### src/rtl/video_stream_pkg.sv
// Pixel format, colour constants and frame-control state type shared by the
// video source and the receive-side detector.
package video_stream_pkg;
    localparam int PIXEL_W = 30;
    typedef logic [PIXEL_W-1:0] pixel_t;

    localparam int R_MSB = 29;
    localparam int R_LSB = 20;
    localparam int G_MSB = 19;
    localparam int G_LSB = 10;
    localparam int B_MSB = 9;
    localparam int B_LSB = 0;

    localparam pixel_t COLOUR_RED   = 30'h3FF00000;
    localparam pixel_t COLOUR_BLACK = 30'h0;

    typedef enum logic [1:0] {
        ST_IDLE,
        ST_STREAM,
        ST_GAP
    } frame_state_e;
endpackage

### src/rtl/pixel_position_counter.sv
// Raster-order x/y position counter. It steps one pixel per advance strobe and
// wraps from the last pixel back to (0,0), with first/last flags for the current position.
module pixel_position_counter #(
    parameter int WIDTH  = 320,
    parameter int HEIGHT = 240
) (
    input  logic                      clk,
    input  logic                      reset,
    input  logic                      advance,
    output logic [$clog2(WIDTH)-1:0]  x,
    output logic [$clog2(HEIGHT)-1:0] y,
    output logic                      first,
    output logic                      last
);
    localparam int XW = $clog2(WIDTH);
    localparam int YW = $clog2(HEIGHT);
    localparam logic [XW-1:0] X_LAST = XW'(WIDTH - 1);
    localparam logic [YW-1:0] Y_LAST = YW'(HEIGHT - 1);

    logic [XW-1:0] x_d, x_q;
    logic [YW-1:0] y_d, y_q;

    always_comb begin
        x_d = x_q;
        y_d = y_q;
        if (advance) begin
            if (x_q == X_LAST) begin
                x_d = '0;
                y_d = (y_q == Y_LAST) ? '0 : y_q + 1'b1;
            end else begin
                x_d = x_q + 1'b1;
            end
        end
    end

    always_ff @(posedge clk or negedge reset) begin
        if (!reset) begin
            x_q <= '0;
            y_q <= '0;
        end else begin
            x_q <= x_d;
            y_q <= y_d;
        end
    end

    assign x     = x_q;
    assign y     = y_q;
    assign first = (x_q == '0) && (y_q == '0);
    assign last  = (x_q == X_LAST) && (y_q == Y_LAST);
endmodule

### src/rtl/target_frame_source.sv
// Avalon-ST test-pattern source: solid-background frames carrying a BOX x BOX target
// patch at a position and colour latched at each frame start.
module target_frame_source
    import video_stream_pkg::*;
#(
    parameter int WIDTH     = 320,
    parameter int HEIGHT    = 240,
    parameter int BOX       = 16,
    parameter int FRAME_GAP = 4
) (
    input  logic                      clk,
    input  logic                      reset,
    input  logic                      enable,
    input  logic [$clog2(WIDTH)-1:0]  target_x,
    input  logic [$clog2(HEIGHT)-1:0] target_y,
    input  logic [PIXEL_W-1:0]        target_colour,
    input  logic [PIXEL_W-1:0]        bg_colour,
    output logic [PIXEL_W-1:0]        data_out,
    output logic                      startofpacket_out,
    output logic                      endofpacket_out,
    output logic                      valid_out,
    input  logic                      ready_in,
    output logic                      frame_done,
    output logic [15:0]               frame_count
);
    localparam int XW    = $clog2(WIDTH);
    localparam int YW    = $clog2(HEIGHT);
    localparam int GAP_W = (FRAME_GAP > 1) ? $clog2(FRAME_GAP) : 1;
    localparam logic [GAP_W-1:0] GAP_LAST = GAP_W'((FRAME_GAP > 0) ? FRAME_GAP - 1 : 0);

    frame_state_e     state_d, state_q;
    logic [GAP_W-1:0] gap_d, gap_q;
    logic [XW-1:0]    tx_d, tx_q;
    logic [YW-1:0]    ty_d, ty_q;
    pixel_t           tcol_d, tcol_q, bcol_d, bcol_q;
    pixel_t           data_d, data_q;
    logic             sop_d, sop_q, eop_d, eop_q, valid_d, valid_q, done_d, done_q;
    logic [15:0]      count_d, count_q;

    logic [XW-1:0]    pos_x;
    logic [YW-1:0]    pos_y;
    logic             pos_first, pos_last;
    logic             start, advance, accept;

    // The counter runs one beat ahead of the output registers: it holds the
    // position of the beat that will be loaded on the next advance.
    pixel_position_counter #(
        .WIDTH  (WIDTH),
        .HEIGHT (HEIGHT)
    ) u_pos (
        .clk     (clk),
        .reset   (reset),
        .advance (advance),
        .x       (pos_x),
        .y       (pos_y),
        .first   (pos_first),
        .last    (pos_last)
    );

    // One extra bit on every operand so the box clips at the right/bottom edge.
    function automatic pixel_t select_pixel(
        input logic [XW-1:0] px, input logic [YW-1:0] py,
        input logic [XW-1:0] tx, input logic [YW-1:0] ty,
        input pixel_t tc, input pixel_t bc
    );
        logic [XW:0] xe, txe;
        logic [YW:0] ye, tye;
        logic        in_x, in_y;
        xe   = {1'b0, px};
        txe  = {1'b0, tx};
        ye   = {1'b0, py};
        tye  = {1'b0, ty};
        in_x = (xe >= txe) && (xe < txe + (XW+1)'(BOX));
        in_y = (ye >= tye) && (ye < tye + (YW+1)'(BOX));
        return (in_x && in_y) ? tc : bc;
    endfunction

    assign accept = valid_q && ready_in;

    always_comb begin
        state_d = state_q;
        gap_d   = gap_q;
        tx_d    = tx_q;
        ty_d    = ty_q;
        tcol_d  = tcol_q;
        bcol_d  = bcol_q;
        data_d  = data_q;
        sop_d   = sop_q;
        eop_d   = eop_q;
        valid_d = valid_q;
        done_d  = 1'b0;
        count_d = count_q;
        start   = 1'b0;
        advance = 1'b0;

        unique case (state_q)
            ST_IDLE: begin
                if (enable) start = 1'b1;
            end
            ST_STREAM: begin
                if (accept) begin
                    if (eop_q) begin
                        done_d  = 1'b1;
                        count_d = count_q + 16'd1;
                        if (FRAME_GAP == 0) begin
                            if (enable) start = 1'b1;
                            else        state_d = ST_IDLE;
                        end else begin
                            state_d = ST_GAP;
                            gap_d   = '0;
                        end
                    end else begin
                        advance = 1'b1;
                    end
                end
            end
            ST_GAP: begin
                if (gap_q == GAP_LAST) begin
                    if (enable) start = 1'b1;
                    else        state_d = ST_IDLE;
                end else begin
                    gap_d = gap_q + 1'b1;
                end
            end
            default: state_d = ST_IDLE;
        endcase

        if (start) begin
            state_d = ST_STREAM;
            tx_d    = target_x;
            ty_d    = target_y;
            tcol_d  = target_colour;
            bcol_d  = bg_colour;
            advance = 1'b1;
        end

        if (advance) begin
            data_d  = select_pixel(pos_x, pos_y, tx_d, ty_d, tcol_d, bcol_d);
            sop_d   = pos_first;
            eop_d   = pos_last;
            valid_d = 1'b1;
        end else if (state_d != ST_STREAM) begin
            valid_d = 1'b0;
            sop_d   = 1'b0;
            eop_d   = 1'b0;
        end
    end

    always_ff @(posedge clk or negedge reset) begin
        if (!reset) begin
            state_q <= ST_IDLE;
            gap_q   <= '0;
            tx_q    <= '0;
            ty_q    <= '0;
            tcol_q  <= '0;
            bcol_q  <= '0;
            data_q  <= '0;
            sop_q   <= 1'b0;
            eop_q   <= 1'b0;
            valid_q <= 1'b0;
            done_q  <= 1'b0;
            count_q <= '0;
        end else begin
            state_q <= state_d;
            gap_q   <= gap_d;
            tx_q    <= tx_d;
            ty_q    <= ty_d;
            tcol_q  <= tcol_d;
            bcol_q  <= bcol_d;
            data_q  <= data_d;
            sop_q   <= sop_d;
            eop_q   <= eop_d;
            valid_q <= valid_d;
            done_q  <= done_d;
            count_q <= count_d;
        end
    end

    assign data_out          = data_q;
    assign startofpacket_out = sop_q;
    assign endofpacket_out   = eop_q;
    assign valid_out         = valid_q;
    assign frame_done        = done_q;
    assign frame_count       = count_q;
endmodule

### config.mk
export PLATFORM = sky130hd
export DESIGN_NAME = target_frame_source
export DESIGN_NICKNAME = d
export VERILOG_FILES = /design/src/rtl/video_stream_pkg.sv /design/src/rtl/pixel_position_counter.sv /design/src/rtl/target_frame_source.sv
export SDC_FILE = /design/constraint.sdc
export NUM_CORES = 1
export LEC_CHECK = 0
export ABC_CLOCK_PERIOD_IN_PS = 3400
export BUFFER_PORTS_ARGS = -buffer_cell sky130_fd_sc_hd__buf_2
export CORE_AREA = 2 2 162 101
export DETAILED_ROUTE_END_ITERATION = 10
export DIE_AREA = 0 0 164 103
export PLACE_DENSITY = 0.67
export SLEW_MARGIN = 20
export SYNTH_ARGS = -nofsm -noshare
export SYNTH_HDL_FRONTEND = slang
export SYNTH_SLANG_ARGS = --single-unit
### constraint.sdc
create_clock -name clk -period 3.4 [get_ports clk]
set_input_delay 0.68 -clock clk [delete_from_list [all_inputs] [get_ports clk]]
set_output_delay 0.68 -clock clk [all_outputs]
set_load 0.01 [all_outputs]
==> impl_metrics.csv <==
group,metric,value,unit
layout,drive_gt1_share,41.0,%
synthesis,syn_nets,730,
synthesis,ys_types,42,
routing,route.detailed.drc,0,
place,dp.cells,957,
pwr,power.density,411,mW/mm^2
status,status,"finished, final reports clean",
timing,fin_tns_setup,0,ns
setup_path,worst_setup_path_end_kind,"flop",
timing,rsz0062_at_grt,"no",
routing,drtIter0Drc,268,
pwr,p_switching,0.000869,W
pwr,comb_power_share,2.5,%
floorplanning,initial_utilization,44.6,%
floorplanning,die-height,103,um
synthesis,netlist_top_cells_area,"dfrtp_1 53%, mux2_2 11%, ha_1 6.1%",
pwr,p_int,0.00286,W
place,dp_hpwl,12100,um
routing,ant_nets,0,
setup_path,worstPathArrival,3.53,ns
timing,timing.final.crit_period,3.23,ns
timing,worst-slew-pin-transition,0.911,ns
cts,cts_root_buf,"clkbuf_16",
synthesis,synth_most_common_cell,"dfrtp_1",
routing,met1_length,8930,um
cts,cts_tree,"done",
global_routing,grt_max_degree,100,
cts,path_clk_slew,0.07,ns
cts,cts.htree.levels,4,
synthesis,yosysWarnings,0,
pwr,power_leakage,4.68,nW
timing,hold_viol_final,0,
pwr,seq_power_share,47.2,%
layout,areaGrowthSynthToFinish,30.3,%
synthesis,synth_seq_cells,148,
floorplanning,io_pins,131,
timing,max_freq,309,MHz
floorplanning,die-area,0.0169,mm^2
floorplanning,die_x,164,um
routing,met2WireLength,8030,um
timing,maxSlewHeadroom,39.2,%
setup_path,critical_path_class,"reg -> reg",
synthesis,yosysSeqAreaShare,53.2,%
global_routing,antenna_found_initial,1,
synthesis,synth_flop_cell,"dfrtp_1",
routing,drt_first_pass_iters,4,
floorplanning,core,0.0156,mm^2
routing,via_per_inst,5.43,
timing,finalClockSkew,0.0164,ns
worst_hold_path,hold_class,"in -> async",
timing,hold_ws,0.342,ns
routing,via_count,5399,
pwr,peakVddDrop,0.000286,V
synthesis,syn_area,0.00697,mm^2
setup_path,cp.required,3.70,ns
place,gp_congestion,0.902,
layout,multi_input_area,0.00340,mm^2
place,numPortBuffers,130,
synthesis,ys_async_sr_fraction,100,%
cts,cts_made_buffers,17,
cts,hold_buffers,0,
synthesis,syn_area_per_cell,11.3,um^2
cts,numClockSinks,148,
global_routing,grt_overflow_total,0,
synthesis,syn-instance-count,615,
flow_run,max_cap_violations,0,
cts,clockBufferDepth,2,
layout,n_antenna_cell,0,
pwr,clkPwrFrac,50.3,%
timing,timing.final.crit_share,95.1,%
routing,finalWirelength,18100,um
cts,worstSkewPairLatency,0.42,ns
layout,stdcell_count,995,
routing,avgRoutedWirePerCell,18.1,um
floorplanning,row_count,36,
routing,top_layer,"met5",
layout,seqCellArea,0.00370,mm^2
timing,fin_ws,0.168,ns
setup_path,cp-start-kind,"flop",
global_routing,grt_usage,21.1,%
synthesis,yosysTopAreaCell,"dfrtp_1",
place,dp_slack,-0.211,ns
timing,setup_violations,0,
routing,wl_met3,997,um
synthesis,yosys.area.top_type_share,53.2,%
layout,fin_nets,888,
synthesis,synth_edf_count,0,
synthesis,synth_common_cells,"148 x dfrtp_1, 67 x mux2_2, 63 x nand2_1",
layout,n_fill_cell,1302,
pwr,power.share.switching,23.3,%
global_routing,grt_pass1_wl,27600,um
setup_path,worst-path-max-fanout,30,
global_routing,grt_pass1_vias,5325,
timing,slew_viol_final,0,
==> metal layers <==
| metal | vias to the layer above | global-route usage, % |
|---|---|---|
| met5 | - | 0 |
| met4 | 2 | 5.33 |
| met3 | 12 | 4.71 |
| met2 | 147 | 32.8 |
| met1 | 2721 | 30.3 |
| li1 | 2517 | - |
==> final cells by class <==
class	count	area share, %
inverter	26	1.07
sequential	148	40.8
timing repair buffer	167	11.3
tap	209	2.88
clock inverter	14	1.72
multi-input combinational	413	37.4
clock buffer	18	4.84
==> worst paths after layout <==
kind,startpoint,endpoint,slack (ns),cells past startpoint
max in group asynchronous,reset,bcol_q[10]$_DFF_PN0_,2.20,2
worst min register to register,frame_count[15]$_DFFE_PN0P_,frame_count[15]$_DFFE_PN0P_,0.47,1
worst min-delay path,reset,frame_count[9]$_DFFE_PN0P_,0.34,1
worst max-delay path,gap_q[0]$_DFFE_PN0P_,data_out[2]$_DFFE_PN0P_,0.17,15
worst max register to register,gap_q[0]$_DFFE_PN0P_,data_out[2]$_DFFE_PN0P_,0.17,15
min in group clk,frame_count[15]$_DFFE_PN0P_,frame_count[15]$_DFFE_PN0P_,0.47,1
==> cells by family (layout without fill, tap and decap cells) <==
group | count (synthesis) | in the layout | synth area share [%]
simple gates | 136 | 138 | 9.86
xor+xnor | 29 | 29 | 3.65
compound gates | 131 | 131 | 11.3
mux | 81 | 81 | 12.8
fa+ha+maj | 34 | 34 | 6.11
flops | 148 | 148 | 53.2
buf+inv | 56 | 225 | 3.12
==> power by group through the flow <==
stage	logic (W)	registers (W)	clock network, W
floorplan	0.00000216	0.00179	0
global placement	0.0000894	0.00179	0
detailed placement	0.0000929	0.00179	0
CTS	0.0000933	0.00176	0.00191
global route	0.000104	0.00176	0.00200
finish	0.0000918	0.00176	0.00188
==> stage by stage <==
step           cell area [um^2]  utilization (%)  power (W)
2_1_floorplan              7230                -    0.00180
3_3_place_gp               8270             52.9    0.00188
3_5_place_dp               8270             52.9    0.00189
4_1_cts                    8870             56.7    0.00376
5_1_grt                    9080             58.1    0.00386
6_report                   9080             58.1    0.00373
==> repair_timing <==
| action | in CTS | in global routing |
|---|---|---|
| buffers inserted | 0 | 2 |
| hold endpoints to repair | 0 | 0 |
| resized for setup | 0 | 30 |
| setup endpoints to repair | 0 | 30 |
==> placed cells by master (no fill, tap or decap), drive strengths merged, types with 6 or more instances in the layout <==
cell type  count
nand3         14
mux2          67
a21oi         37
nand2b         6
nand2         63
o21ai         47
xnor2         22
dfrtp        148
buf          166
clkbuf        19
and3           9
inv           34
nor2          15
o31ai         31
mux2i         14
ha            34
nand4         11
xor2           7
==> state kept, by name, indices dropped and copies added, names as in the netlist, 8 cells and up <==
register	count
bcol_q	30
data_out	30
tcol_q	30
frame_count	16
tx_q	9
u_pos.x	9
ty_q	8
u_pos.y	8
==> critical path: stages, from the launching register on <==
cell and delay, ns:
dfrtp_1 0.38, ha_1 0.21, nand2b_4 0.15, nand2_4 0.18
buf_12 0.18, mux2i_2 0.24, ha_1 0.27, nor2b_1 0.14
o211ai_1 0.21, buf_4 0.15, nand3_1 0.07, a41o_1 0.27
and3_1 0.20, buf_12 0.16, a21oi_1 0.16, o21ai_1 0.10
No activity file was read; power rests on OpenSTA's default activity.
